==> src/rtl/pipe_stage_reg.sv <==
// Handshaked pipeline stage register with stall-hold, bubble and flush controls plus
// saturating event counters. Define PIPE_STAGE_SKID_EN to add a one-entry skid buffer.
module pipe_stage_reg #(
   parameter int                DATA_W     = 96,
   parameter int                CTRL_W     = 32,
   parameter logic [CTRL_W-1:0] CTRL_RESET = {CTRL_W{1'b0}},
   parameter int                COUNT_W    = 16
) (
   input  logic               clk,
   input  logic               reset,
   input  logic               in_valid,
   output logic               in_ready,
   input  logic [DATA_W-1:0]  in_data,
   input  logic [CTRL_W-1:0]  in_ctrl,
   input  logic               in_stall_hold,
   input  logic               in_stall_bubble,
   input  logic               in_flush,
   output logic               out_valid,
   input  logic               out_ready,
   output logic [DATA_W-1:0]  out_data,
   output logic [CTRL_W-1:0]  out_ctrl,
   output logic [COUNT_W-1:0] hold_count,
   output logic [COUNT_W-1:0] bubble_count
);

   typedef enum logic [1:0] {
      EV_NORMAL,
      EV_HOLD,
      EV_BUBBLE,
      EV_FLUSH
   } event_t;

   function automatic logic [COUNT_W-1:0] sat_inc(input logic [COUNT_W-1:0] v);
      return (&v) ? v : v + COUNT_W'(1);
   endfunction

   event_t              ev;
   logic                load_en;
   logic                src_vld;
   logic [DATA_W-1:0]   src_data;
   logic [CTRL_W-1:0]   src_ctrl;

   logic                vld_p1;
   logic [DATA_W-1:0]   data_p1;
   logic [CTRL_W-1:0]   ctrl_p1;
   logic [COUNT_W-1:0]  hold_cnt;
   logic [COUNT_W-1:0]  bubble_cnt;

   always_comb begin
      ev = EV_NORMAL;
      if (in_flush)
         ev = EV_FLUSH;
      else if (in_stall_bubble)
         ev = EV_BUBBLE;
      else if (in_stall_hold)
         ev = EV_HOLD;
   end

   assign load_en = (ev == EV_NORMAL) && (!vld_p1 || out_ready);

`ifdef PIPE_STAGE_SKID_EN
   logic                skid_vld_p0;
   logic [DATA_W-1:0]   skid_data_p0;
   logic [CTRL_W-1:0]   skid_ctrl_p0;
   logic                accept;
   logic                skid_wr;
   logic                skid_rd;

   // Ready depends only on skid occupancy and the kill controls, never on out_ready.
   assign in_ready = !skid_vld_p0 && !in_flush && !in_stall_bubble;
   assign accept   = in_valid && in_ready;
   assign skid_wr  = accept && !load_en;
   assign skid_rd  = load_en && skid_vld_p0;
   assign src_vld  = skid_vld_p0 || accept;
   assign src_data = skid_vld_p0 ? skid_data_p0 : in_data;
   assign src_ctrl = skid_vld_p0 ? skid_ctrl_p0 : in_ctrl;

   // Skid stage: parks an accepted payload while the main register cannot load.
   always_ff @(posedge clk or posedge reset) begin
      if (reset) begin
         skid_vld_p0  <= 1'b0;
         skid_data_p0 <= '0;
         skid_ctrl_p0 <= CTRL_RESET;
      end else if (ev == EV_FLUSH) begin
         skid_vld_p0  <= 1'b0;
         skid_ctrl_p0 <= CTRL_RESET;
      end else if (skid_wr) begin
         skid_vld_p0  <= 1'b1;
         skid_data_p0 <= in_data;
         skid_ctrl_p0 <= in_ctrl;
      end else if (skid_rd) begin
         skid_vld_p0  <= 1'b0;
      end
   end
`else
   assign in_ready = load_en;
   assign src_vld  = in_valid;
   assign src_data = in_data;
   assign src_ctrl = in_ctrl;
`endif

   // Main stage: payload is only overwritten by a live source, so bubbles and flushes keep it.
   always_ff @(posedge clk or posedge reset) begin
      if (reset) begin
         vld_p1  <= 1'b0;
         data_p1 <= '0;
         ctrl_p1 <= CTRL_RESET;
      end else begin
         unique case (ev)
            EV_FLUSH, EV_BUBBLE: begin
               vld_p1  <= 1'b0;
               ctrl_p1 <= CTRL_RESET;
            end
            EV_HOLD: begin
            end
            default: begin
               if (load_en) begin
                  vld_p1  <= src_vld;
                  ctrl_p1 <= src_vld ? src_ctrl : CTRL_RESET;
                  if (src_vld)
                     data_p1 <= src_data;
               end
            end
         endcase
      end
   end

   always_ff @(posedge clk or posedge reset) begin
      if (reset) begin
         hold_cnt   <= '0;
         bubble_cnt <= '0;
      end else begin
         if (ev == EV_HOLD)
            hold_cnt <= sat_inc(hold_cnt);
         if (ev == EV_BUBBLE)
            bubble_cnt <= sat_inc(bubble_cnt);
      end
   end

   assign out_valid    = vld_p1;
   assign out_data     = data_p1;
   assign out_ctrl     = ctrl_p1;
   assign hold_count   = hold_cnt;
   assign bubble_count = bubble_cnt;

endmodule

==> config.mk <==
export PLATFORM = sky130hd
export DESIGN_NAME = pipe_stage_reg
export DESIGN_NICKNAME = d
export VERILOG_FILES = /design/src/rtl/pipe_stage_reg.sv
export SDC_FILE = /design/constraint.sdc
export NUM_CORES = 1
export LEC_CHECK = 0
export BUFFER_PORTS_ARGS = -buffer_cell sky130_fd_sc_hd__buf_2
export CORE_ASPECT_RATIO = 1.25
export CORE_UTILIZATION = 40
export DETAILED_ROUTE_END_ITERATION = 7
export PLACE_DENSITY = 0.7
export SETUP_SLACK_MARGIN = 0.5
export SYNTH_ARGS = -nofsm -noshare
export SYNTH_HDL_FRONTEND = slang
export SYNTH_SLANG_ARGS = --single-unit
==> constraint.sdc <==
create_clock -name clk -period 12 [get_ports clk]
set_input_delay 0.6 -clock clk [delete_from_list [all_inputs] [get_ports clk]]
set_output_delay 0.6 -clock clk [all_outputs]
set_load 0.02 [all_outputs]
==> flow_summary_export.csv <==
group,metric,value,unit
routing,totalWireLength,16600,um
cells_and_area,num-fill-cells,1375,
clock_network,cts_root_buffer,"sky130_fd_sc_hd__clkbuf_16",
synth,yosys_register_bits,161,
worst_setup_path,reg_to_reg_slack_setup,9200,ps
floorplanning,floorplan.die.width,115,um
sta,fmaxAchievable,0.357,GHz
cells_and_area,multi_input_area,2190,um2
sta,max_slew.worst_pin.slew,1110,ps
sta,maxSlewHeadroom,25.7,%
cells_and_area,design_area,8650,um2
pwr,share_comb_of_total_power,22.3,%
placement,placed_cells_incl_taps,919,
clock_network,cts-htree-levels,4,
placement,gp_congestion,0.774,
clock_network,cts_hold_repair.buffers,0,
clock_network,post-cts-setup-buffer-count,0,
sta,timing.final.crit_period,2800,ps
worst_setup_path,timing.critical_path.cells,"a2111oi_4, and2_4, buf_4, mux2_1",
cells_and_area,finalNonFillerCells,952,
floorplanning,core_area,15600,um2
worst_setup_path,timing_worst_setup_path_type,"reg2reg",
global_route,grt_residual_overflow,0,
worst_setup_path,rr_endpoint,"out_data[23]",
global_route,grt_pass1_vias,4655,
clock_network,clkTransAtPathRegs,70,ps
worst_setup_path,arrival_time_of_the_worst_setup_path,3080,ps
pwr,power.switching,0.000514,W
worst_setup_path,cp_data_required_time,12280,ps
sta,hold_violations,0,
synth,async_flop_share,100,%
worst_setup_path,nature_of_the_critical_path_endpoint,"flip-flop",
synth,synth-seq-area-share,63.4,%
worst_setup_path,max_stage_delay,930,ps
clock_network,cts_tree,"yes",
pwr,power.static_leakage,4.52,nW
global_route,antenna_violations_before_repair,5,
floorplanning,start_util,40.8,%
synth,synthDistinctLibCells,37,
floorplanning,ios,297,
synth,yosys_warnings,0,
cells_and_area,syn_to_final_growth,36.0,%
pwr,power_per_cell_area,191,nW/um2
routing,viasPerCell,4.97,
pwr,p_total,0.00165,W
sta,finalCritPeriodShare,23.3,%
routing,route.detailed.wl_per_inst,17.4,um
synth,avgSynthCellArea,15.0,um2
global_route,grt_first_pass_wirelength,24700,um
sta,timing.final.setup_violations,0,
clock_network,cts_repair_resize_count,0,
worst_setup_path,path_max_fanout,92,
synth,synthesis.nets,562,
routing,drt_pre_antenna_iters,4,
worst_setup_path,cp-start-kind,"flip-flop",
clock_network,clkLatencyLatePin,410,ps
placement,detailed_place_hpwl,12400,um
synth,syn_area,6360,um2
placement,placedInstanceArea,8000,um2
pwr,power_frac_seq,42.5,%
cells_and_area,seqCellArea,4030,um2
sta,slew_viol_final,0,
worst_setup_path,crit_family,"buffers and inverters",
synth,yosys_most_used_dff,"sky130_fd_sc_hd__dfrtp_1",
placement,port_buffers,296,
clock_network,cts_inserted_buffers,17,
sta,rsz0062_at_grt,"no",
global_route,grt_use_total,20.3,%
pwr,vdd_ir_drop_max,0.144,mV
worst_setup_path,timing.critical_path.slowest_stage_cell,"sky130_fd_sc_hd__buf_4",
routing,dr_total_vias,4733,
worst_setup_path,rr_startpoint,"out_valid",
worst_setup_path,critPathBufInv,1,
cells_and_area,drive_gt1_share,48.8,%
routing,remaining_antenna_violation_count,0,
synth,synth_enable_flop_cells,0,
pwr,intPower,0.00114,W
clock_network,clkSinkCount,161,
routing,drt_iter0_markers,245,
sta,clock-skew-final,6.77,ps
flow_run,max-cap-violations,0,
sta,worst_hold_slack,290,ps
run_status,outcome,"completed",
clock_network,cts_buffer_depth,2,
floorplanning,placement_rows,51,
sta,fin_tns_setup,0,ps
pwr,p_clk_share,35.2,%
global_route,grt_start_max_net_pins,93,
pwr,sw_frac_of_total,31.1,%
routing,drcViolationCount,0,
min_path,hold_class,"in2async",
floorplanning,overall_die_area,16400,um2
synth,post_synth_inst_count,425,
cells_and_area,fin_nets,863,
worst_setup_path,ff2ff_path_depth,4,
floorplanning,dieHeight,143,um
-- Yosys cell counts (2+ instances only) --
master	count	area, um2
sky130_fd_sc_hd__a22o_1	32	280
sky130_fd_sc_hd__mux2_2	22	248
sky130_fd_sc_hd__buf_2	4	20.0
sky130_fd_sc_hd__nand3_1	8	40.0
sky130_fd_sc_hd__dfrtp_1	161	4030
sky130_fd_sc_hd__buf_4	2	15.0
sky130_fd_sc_hd__nor2_1	8	30.0
sky130_fd_sc_hd__xor2_1	24	210
sky130_fd_sc_hd__ha_1	2	25.0
sky130_fd_sc_hd__nor3_1	14	70.1
sky130_fd_sc_hd__nand4_1	6	37.5
sky130_fd_sc_hd__nor4_1	4	25.0
sky130_fd_sc_hd__and4_1	5	43.8
sky130_fd_sc_hd__nand2b_1	3	18.8
sky130_fd_sc_hd__inv_1	3	11.3
sky130_fd_sc_hd__a21oi_1	3	15.0
sky130_fd_sc_hd__nand2_1	14	52.6
sky130_fd_sc_hd__xnor2_1	4	35.0
sky130_fd_sc_hd__clkbuf_1	3	11.3
sky130_fd_sc_hd__buf_6	8	90.1
sky130_fd_sc_hd__and3_1	3	18.8
sky130_fd_sc_hd__mux2_1	77	867
-- final cells by class --
class	instances	share of cell area, %
flip-flops and latches	161	46.6
multi-input cells	244	25.3
repair buffers	299	17.4
clock buffers	19	5.12
well taps	212	3.07
clock inverters	13	2.30
inverters	3	0.188
diodes	1	0.0289
-- cells by family (layout without fill, tap and decap cells) --
kind of cell | Yosys count | in the layout | share of synthesized area, %
other | 0 | 1 | 0
AND/OR/NAND/NOR | 75 | 75 | 6.99
buffers and inverters | 20 | 334 | 2.32
multiplexers | 99 | 99 | 17.5
flip-flops | 161 | 161 | 63.4
AO/OA/AOI/OAI | 40 | 40 | 5.55
adder cells (fa/ha/maj) | 2 | 2 | 0.393
XOR/XNOR | 28 | 28 | 3.86
-- power groups by stage --
stage / Combinational [W] / Clock [W] / Sequential, W
2_1_floorplan: 0.0000964 / 0 / 0.000824
3_3_place_gp: 0.000363 / 0 / 0.000704
3_5_place_dp: 0.000374 / 0 / 0.000711
4_1_cts: 0.000375 / 0.000599 / 0.000702
5_1_grt: 0.000395 / 0.000622 / 0.000715
6_report: 0.000369 / 0.000582 / 0.000702
-- layer usage --
layer	routed length, um	GRT usage (%)	vias up
met1	5860	20.6	2329
met2	8460	35.0	217
met5	36	0	-
met4	546	10.2	6
li1	-	-	2143
met3	1660	9.08	38
-- through the flow --
step / setup WS [ps] / util [%]
2_1_floorplan: 7050 / -
3_3_place_gp: 8930 / 51.4
3_5_place_dp: 8820 / 51.4
4_1_cts: 9160 / 55.5
5_1_grt: 9020 / 55.5
6_report: 9200 / 55.5
-- layout by cell type (no fill, tap or decap), drive strengths merged, types with 2 or more instances in the layout --
cell type	count
buf	299
dfrtp	161
mux2	99
a22o	32
xor2	24
clkbuf	19
nand2	14
nor3	14
nand3	8
nor2	8
nand4	7
inv	7
and4	5
nor4	5
xnor2	4
bufinv	4
a21oi	3
and3	3
nand2b	3
clkinv	3
ha	2
clkinvlp	2
nor3b	2
-- how the worst max path moves through the flow --
stage / from / slack (ps) / cells after the start / endpoint
after floorplan: reset / 7050 / 1 / bubble_count[0]
after global placement: out_ready / 8930 / 6 / out_data[43]
after detailed placement: out_ready / 8820 / 6 / out_data[30]
after CTS: out_valid / 9160 / 4 / out_data[51]
after global routing: out_valid / 9020 / 4 / out_data[23]
final: out_valid / 9200 / 4 / out_data[23]
-- flip-flops by register name, summed over array words and instances (netlist names) --
name and cells:
out_data 96, out_ctrl 32, out_valid 1, bubble_count 16, hold_count 16
No activity file was read; power rests on OpenSTA's default activity.
